### config.mk
export PLATFORM = sky130hd
export DESIGN_NAME = plinko_board_pipe
export DESIGN_NICKNAME = d
export VERILOG_FILES = /design/src/rtl/plinko_board_pipe.sv
export SDC_FILE = /design/constraint.sdc
export NUM_CORES = 1
export LEC_CHECK = 0
export CAP_MARGIN = 15
export CORE_MARGIN = 8
export CORE_UTILIZATION = 55
export CTS_BUF_LIST = sky130_fd_sc_hd__clkbuf_4 sky130_fd_sc_hd__clkbuf_8
export DETAILED_ROUTE_END_ITERATION = 8
export GPL_TIMING_DRIVEN = 0
export PLACE_DENSITY = 0.89
export SYNTH_ARGS = -nofsm -noshare
export SYNTH_HDL_FRONTEND = slang
export SYNTH_SLANG_ARGS = --single-unit
### constraint.sdc
create_clock -name clk -period 2.3 [get_ports clk]
set_clock_uncertainty 0.05 [all_clocks]
set_input_delay 0.345 -clock clk [delete_from_list [all_inputs] [get_ports clk]]
set_output_delay 0.345 -clock clk [all_outputs]
set_load 0.05 [all_outputs]
### src/rtl/plinko_board_pipe.sv
// plinko_board_pipe
//
// Pipelined Plinko board. Balls are offered on a valid/ready drop port, and
// the board can accept one per clock. Each ball falls one peg row per clock.
// Row k moves the ball one bin to the right when path bit k is 1.
// After ROWS rows the ball lands in bin popcount(path), in the range 0..ROWS.
// Each bin has a saturating hit counter, and a saturating total counts every
// ball that lands.
//
// Ports
//   clk          rising-edge clock
//   rst_n        asynchronous active-low reset; discards balls in flight
//   drop_valid   a ball is offered this cycle
//   drop_path    ROWS-bit path word (bit k=1: right at row k)
//   drop_ready   board accepts the offered ball (= !hold, combinational)
//   hold         stop accepting new balls; balls in flight keep falling
//   clear        synchronous clear of all bin counters and total_count
//   counts       flattened bin counters, bin b at [b*CNT_W +: CNT_W]
//   total_count  saturating count of landed balls
//   land_valid   one-cycle pulse per landed ball
//   land_bin     bin of the ball flagged by land_valid
//   busy         at least one ball is in flight

module plinko_board_pipe #(
    parameter int ROWS  = 7,
    parameter int CNT_W = 5,
    parameter int TOT_W = 8,
    localparam int BIN_W = $clog2(ROWS + 1)
) (
    input  logic                      clk,
    input  logic                      rst_n,
    input  logic                      drop_valid,
    input  logic [ROWS-1:0]           drop_path,
    output logic                      drop_ready,
    input  logic                      hold,
    input  logic                      clear,
    output logic [(ROWS+1)*CNT_W-1:0] counts,
    output logic [TOT_W-1:0]          total_count,
    output logic                      land_valid,
    output logic [BIN_W-1:0]          land_bin,
    output logic                      busy
);

    localparam logic [CNT_W-1:0] CNT_MAX = {CNT_W{1'b1}};
    localparam logic [TOT_W-1:0] TOT_MAX = {TOT_W{1'b1}};

    // Per-stage ball state. Stage k has already applied path bits 0..k.
    // The next unused path bit always sits at rem[0].
    logic [ROWS-1:0]  stg_valid;
    logic [BIN_W-1:0] stg_pos [ROWS];
    logic [ROWS-1:0]  stg_rem [ROWS];

    logic [CNT_W-1:0] cnt [ROWS+1];

    logic accept;
    logic landing;

    assign drop_ready = !hold;
    assign accept     = drop_valid && drop_ready;
    assign landing    = stg_valid[ROWS-1];
    assign busy       = |stg_valid;

    always_comb begin
        counts = '0;
        for (int b = 0; b <= ROWS; b++) begin
            counts[b*CNT_W +: CNT_W] = cnt[b];
        end
    end

    // The falling pipeline. Stage 0 takes the accepted ball and applies
    // path bit 0 on the acceptance edge. Every stage then advances each
    // clock. Held or idle inputs enter the pipeline as invalid bubbles.
    always_ff @(posedge clk or negedge rst_n) begin
        if (!rst_n) begin
            stg_valid <= '0;
            for (int k = 0; k < ROWS; k++) begin
                stg_pos[k] <= '0;
                stg_rem[k] <= '0;
            end
        end else begin
            stg_valid[0] <= accept;
            stg_pos[0]   <= BIN_W'(drop_path[0]);
            stg_rem[0]   <= drop_path >> 1;
            for (int k = 1; k < ROWS; k++) begin
                stg_valid[k] <= stg_valid[k-1];
                stg_pos[k]   <= stg_pos[k-1] + BIN_W'(stg_rem[k-1][0]);
                stg_rem[k]   <= stg_rem[k-1] >> 1;
            end
        end
    end

    // Landing report. land_bin keeps the last landed bin between pulses.
    always_ff @(posedge clk or negedge rst_n) begin
        if (!rst_n) begin
            land_valid <= 1'b0;
            land_bin   <= '0;
        end else begin
            land_valid <= landing;
            if (landing) begin
                land_bin <= stg_pos[ROWS-1];
            end
        end
    end

    // Hit counters. If clear and a landing occur on the same edge, clear
    // wins and the landing is not counted. The landing is still reported
    // on land_valid.
    always_ff @(posedge clk or negedge rst_n) begin
        if (!rst_n) begin
            total_count <= '0;
            for (int b = 0; b <= ROWS; b++) begin
                cnt[b] <= '0;
            end
        end else if (clear) begin
            total_count <= '0;
            for (int b = 0; b <= ROWS; b++) begin
                cnt[b] <= '0;
            end
        end else if (landing) begin
            if (total_count != TOT_MAX) begin
                total_count <= total_count + TOT_W'(1);
            end
            for (int b = 0; b <= ROWS; b++) begin
                if (stg_pos[ROWS-1] == BIN_W'(b) && cnt[b] != CNT_MAX) begin
                    cnt[b] <= cnt[b] + CNT_W'(1);
                end
            end
        end
    end

endmodule
# ---- Word-level counts from Yosys, hierarchy flattened
# Index checks and enable logic that the tools add are counted.
dict set report word_totals {
  out_inout_bits 54
  ff_bits 98
  latchBits 0
  in_bits 12
  mem_count 0
  mem_bits_ro 0
  word_cells 100
  ramBits 0
}
dict set report classes {
  mul 0
  add_sub_neg 15
  reduce_logical 31
  n_div 0
  n_shift 0
  muxes 13
  order_cmp 0
  bitwise 0
  n_eq_ne 16
}
# op n
set op_table {}
lappend op_table {{40-bit two-way mux} 2}
lappend op_table {{5-bit by 1-bit adder with 5-bit output (second input constant)} 8}
lappend op_table {{5-bit two-way mux} 8}
lappend op_table {{5-bit != test (second input constant)} 8}
lappend op_table {{8-bit two-way mux} 3}
lappend op_table {{2-bit nonzero test} 10}
lappend op_table {{2-bit AND reduction} 9}
lappend op_table {{3-bit by 1-bit adder with 3-bit output} 4}
lappend op_table {{3-bit equality test (second input constant)} 4}
lappend op_table {{1-bit logical AND} 9}
lappend op_table {{8-bit by 1-bit adder with 8-bit output (second input constant)} 1}
lappend op_table {{8-bit != test (second input constant)} 1}
lappend op_table {{7-bit OR reduction} 1}
lappend op_table {{3-bit by 2-bit equality test with 1-bit output (second input constant)} 2}
lappend op_table {{2-bit by 1-bit adder with 3-bit output} 1}
lappend op_table {{3-bit by 1-bit equality test with 1-bit output (second input constant)} 1}
lappend op_table {{3-bit logical NOT} 1}
lappend op_table {{1-bit by 1-bit adder with 2-bit output} 1}
lappend op_table {{1-bit logical NOT} 1}

# ---- Logic depth before layout (Yosys ltp)
dict set report depth {
  ltp_word 5
  depth_mapped 6
  mapped_depth_nobuf 6
}

# ---- Worst setup path after synthesis
# No wires, ideal clock.
dict set report synth_timing {
  kind {reg2reg}
  startpoint {register cnt (netlist bit counts[10])}
  endpoint {register cnt (netlist bit counts[13])}
  t_arrival_ns 1.887
  path_stages_with_launch 6
  synth_period_minus_slack_ns 2.015
  setup_time_ns 0.078
  required_ns 2.172
  slack_ns 0.285
  n_path_buf 0
  cell_sequence {dfrtp_1 ha_1 and3_1 ha_1 or4_1 a21oi_1}
}
dict set report synth_between {
  elab_chain_cells 4
  elab_cells_between_ends 8
  cone_classes {add/sub: 1; eq/ne: 1; mux: 3; reduce/logical: 3}
}
# item line_no
set synth_rtl {}
lappend synth_rtl {{start, declared} 53} ;# logic [CNT_W-1:0] cnt [ROWS+1];
lappend synth_rtl {{start signal, assigned by index} 125} ;# cnt[b] <= cnt[b] + CNT_W'(1);
lappend synth_rtl {{5-bit by 1-bit adder with 5-bit output / 5-bit != test (equally long branches)} {125, 124}}
lappend synth_rtl {{5-bit two-way mux / 1-bit logical AND (equally long branches)} 124} ;# if (stg_pos[ROWS-1] == BIN_W'(b) && cnt[b] != CNT_MAX) begin
lappend synth_rtl {{40-bit two-way mux / 2-bit nonzero test (equally long branches)} n/a}
lappend synth_rtl {{40-bit two-way mux / 2-bit AND reduction (equally long branches)} n/a}
# Several ways; a longest one is shown, not always the timed one. The select of a mux whose other input is x is not followed.
# A chain may end at the register's enable or synchronous reset.

# ---- Final worst setup path
dict set report layout_timing {
  startpoint {input port clear}
  endpoint {register cnt (netlist bit counts[6])}
}
dict set report layout_between {
  elab_chain_cells 2
  elab_cells_between_ends 4
  cone_classes {mux: 1; reduce/logical: 3}
}
# item line_no
set layout_rtl {}
lappend layout_rtl {{start, declared} 36} ;# input logic clear,
lappend layout_rtl {{2-bit nonzero test (no line)} n/a}
lappend layout_rtl {{2-bit AND reduction (no line)} n/a}
# Several ways; a longest one is shown, not always the timed one.

==> flow_summary.yaml <==
clocking:
  tritoncts: "built"
  cts_setup_buffers: 0
  clockBufferDepth: 2
  cts_buffers: 9
  clock-sinks: 98
  htree_num_levels: 3
  clock_latency_ns: 0.36
  path_clk_slew_ns: 0.10
  root_buffer: "clkbuf_8"
route:
  drtIter0Drc: 110
  drcViolationCount: 0
  routed_wl_um: 8900
  vias: 3148
  via_per_inst: 5.87
  ant_nets: 0
  drt_first_pass_iters: 4
  wire_per_inst_um: 16.6
grt:
  grt-ovfl-total: 0
  grt_pass1_vias: 3184
  antenna_found_initial: 0
  grt_usage_pct: 18.0
  grt_first_pass_wirelength_um: 14800
  grt_max_degree: 70
placed_design:
  dpl_worst_slack_ns: -0.343
  dpl_cell_area_um2: 4990
  gp_congestion: 0.786
  dp_hpwl_um: 6300
  port_buffers: 65
timing:
  clock.fmax_mhz: 466
  hold_viol: 0
  fin_crit_sh_pct: 93.2
  slew_headroom_pct: 60.7
  period_needed_ns: 2.14
  rsz0062_at_grt: "false"
  final_max_slew_viol_count: 0
  tightestPinTransition_ns: 0.589
  finalSetupViolCount: 0
  fin_ws_ns: 0.155
floorplanning:
  initial_utilization_pct: 55.4
  dieArea_um2: 10700
  die_h_um: 103
  dieWidth_um: 103
  num_rows: 32
  io_pins: 66
  core-area_um2: 7570
critical_path:
  worstPathMaxFanout: 10
  cp_slowest_cell: "clkdlybuf4s50_1"
  path_delay_family: "buffers and inverters"
  critical_path_class: "primary input to flop"
  critPathLaunchType: "primary input"
  cp_cell_sequence: "clkdlybuf4s50_1 > clkbuf_2 > clkbuf_1 > buf_1 > a21oi_1"
  r2r_slack_ns: 0.24
  r2r_end: "counts[2]"
  cp_data_arrival_time_ns: 2.30
  cp.required_ns: 2.46
  cp-end-kind: "flop"
  reg2regPathDepth: 4
  cpPeakStageDelay_ns: 0.55
  rr_startpoint: "stg_valid[6]"
  crit_buf_inv: 4
final_layout:
  syn2layout_area_growth_pct: 24.4
  fin_util_pct: 68.9
  final_nets: 469
  fill_cells: 531
  antennaDiodeCount: 0
  final_cell_mix: "dfrtp_1, clkdlybuf4s50_1, a21oi_1, nand3_1, ha_1"
  layout-drive-gt1-share_pct: 6.68
  final_area_um2: 5220
  final_common_cell: "dfrtp_1"
  multiInputGateArea_um2: 1660
  regArea_um2: 2450
logic_synthesis:
  synth-main-ff-cell: "dfrtp_1"
  synth_fp_nets: 391
  seq_area_frac_synth_pct: 58.5
  avgSynthCellArea_um2: 11.9
  synth_edf_count: 0
  syn-cell-area_um2: 4190
  synth_cells: 351
  synth_warnings: 0
  synth_cell_types: 36
  ys_ff_latch: 98
  ys_async_sr_fraction_pct: 100
worst_hold_path:
  whs_path_depth: 0
  min_from: "stg_rem[23]"
  hp-class: "flop to flop"
  min_to: "stg_rem[15]"
flow_run:
  maxCapViolations: 0
power:
  power_density_nw_per_um2: 723
  power_w: 0.00377
  power.leakage_nw: 2.32
  ir_worst_vdd_mv: 0.626
outcome:
  status: "completed"
cell usage after synthesis, drive strengths merged, types with 2 or more instances:
master   count  area (um2)
and4         4        35.0
a31oi        2        12.5
and3        11        68.8
nand4b       3        26.3
xor2         4        35.0
nand2b       2        12.5
buf          2        7.51
ha          28         350
or4          8        60.1
nor3         2        10.0
nor2        12        45.0
nand2        3        11.3
nand4bb      3        33.8
or3          8        50.1
inv          9        33.8
a21oi       33         165
and4bb       3        37.5
nand3       32         160
mux2        13         146
o31ai        8        60.1
a211oi       4        30.0
clkbuf       9        33.8
nor2b       12        75.1
dfrtp       98        2450
and4b        4        40.0
nand4        2        12.5
o21ai       24         120
routing by layer:
metal | global-route usage (%) | vias up | wire length, um
met5 | 0 | - | 0
met4 | 8.57 | 0 | 178
met3 | 3.55 | 15 | 461
met2 | 30.6 | 94 | 4510
met1 | 21.5 | 1584 | 3750
li1 | - | 1455 | -
per-stage QoR:
step / setup TNS, ns / hold WS (ns) / std cells
5_1_grt: 0 / 0.315 / 536
3_5_place_dp: -8.77 / 0.256 / 519
2_1_floorplan: 0 / -0.000591 / 351
6_report: 0 / 0.307 / 536
4_1_cts: 0 / 0.309 / 536
3_3_place_gp: -263.70 / 0.282 / 518
registers in the layout (all words and copies together), names as in the netlist:
register,count
total_count,8
land_valid,1
land_bin,3
stg_pos,18
stg_rem,21
counts,40
stg_valid,7
area by class of cell:
class / instances / area share [%]
timing repair buffer: 67 / 13.0
clock inverter: 6 / 1.46
inverter: 9 / 0.648
buffer: 11 / 0.840
tap: 102 / 2.45
sequential: 98 / 47.0
multi-input combinational: 233 / 31.9
clock buffer: 10 / 2.64
repair_timing:
| item | in CTS | in global routing |
|---|---|---|
| gates cloned | 0 | 0 |
| endpoints found under the setup margin | 1 | 31 |
| endpoints found under the hold margin | 29 | 0 |
| hold buffers | 1 | 0 |
| gates resized for setup | 2 | 4 |
worst max path at each step:
stage | start | end | slack, ns | cells past startpoint
after floorplan | counts[10] | counts[13] | 0.29 | 5
after global placement | rst_n | stg_pos[18] | -2.63 | 1
after detailed placement | clear | counts[24] | -0.34 | 5
after CTS | clear | counts[6] | 0.02 | 5
after global routing | clear | counts[6] | 0.07 | 5
final | clear | counts[6] | 0.16 | 5
worst reg2reg max path: cells and delay by family, from the launching register on:
family / cells / cell delay [ns]
multiplexers: 1 / 0.33
flip-flops: 1 / 0.53
buffers and inverters: 1 / 0.40
AND/OR/NAND/NOR: 2 / 0.66
report_power, final:
part	switching, W	total, W	internal (W)
clock	0.000632	0.00119	0.000555
combinational	0.000382	0.000608	0.000226
sequential	0.000114	0.00198	0.00186
logic make-up after synthesis:
group	share of synthesized area [%]
DFF	58.5
muxes	3.73
and+or+nand+nor	17.1
adders and majority gates	8.36
xor gates and xnor gates	0.836
buffers and inverters	1.79
AOI/OAI and AO/OA	9.64
Note: power is estimated with default switching activity, not from simulation.
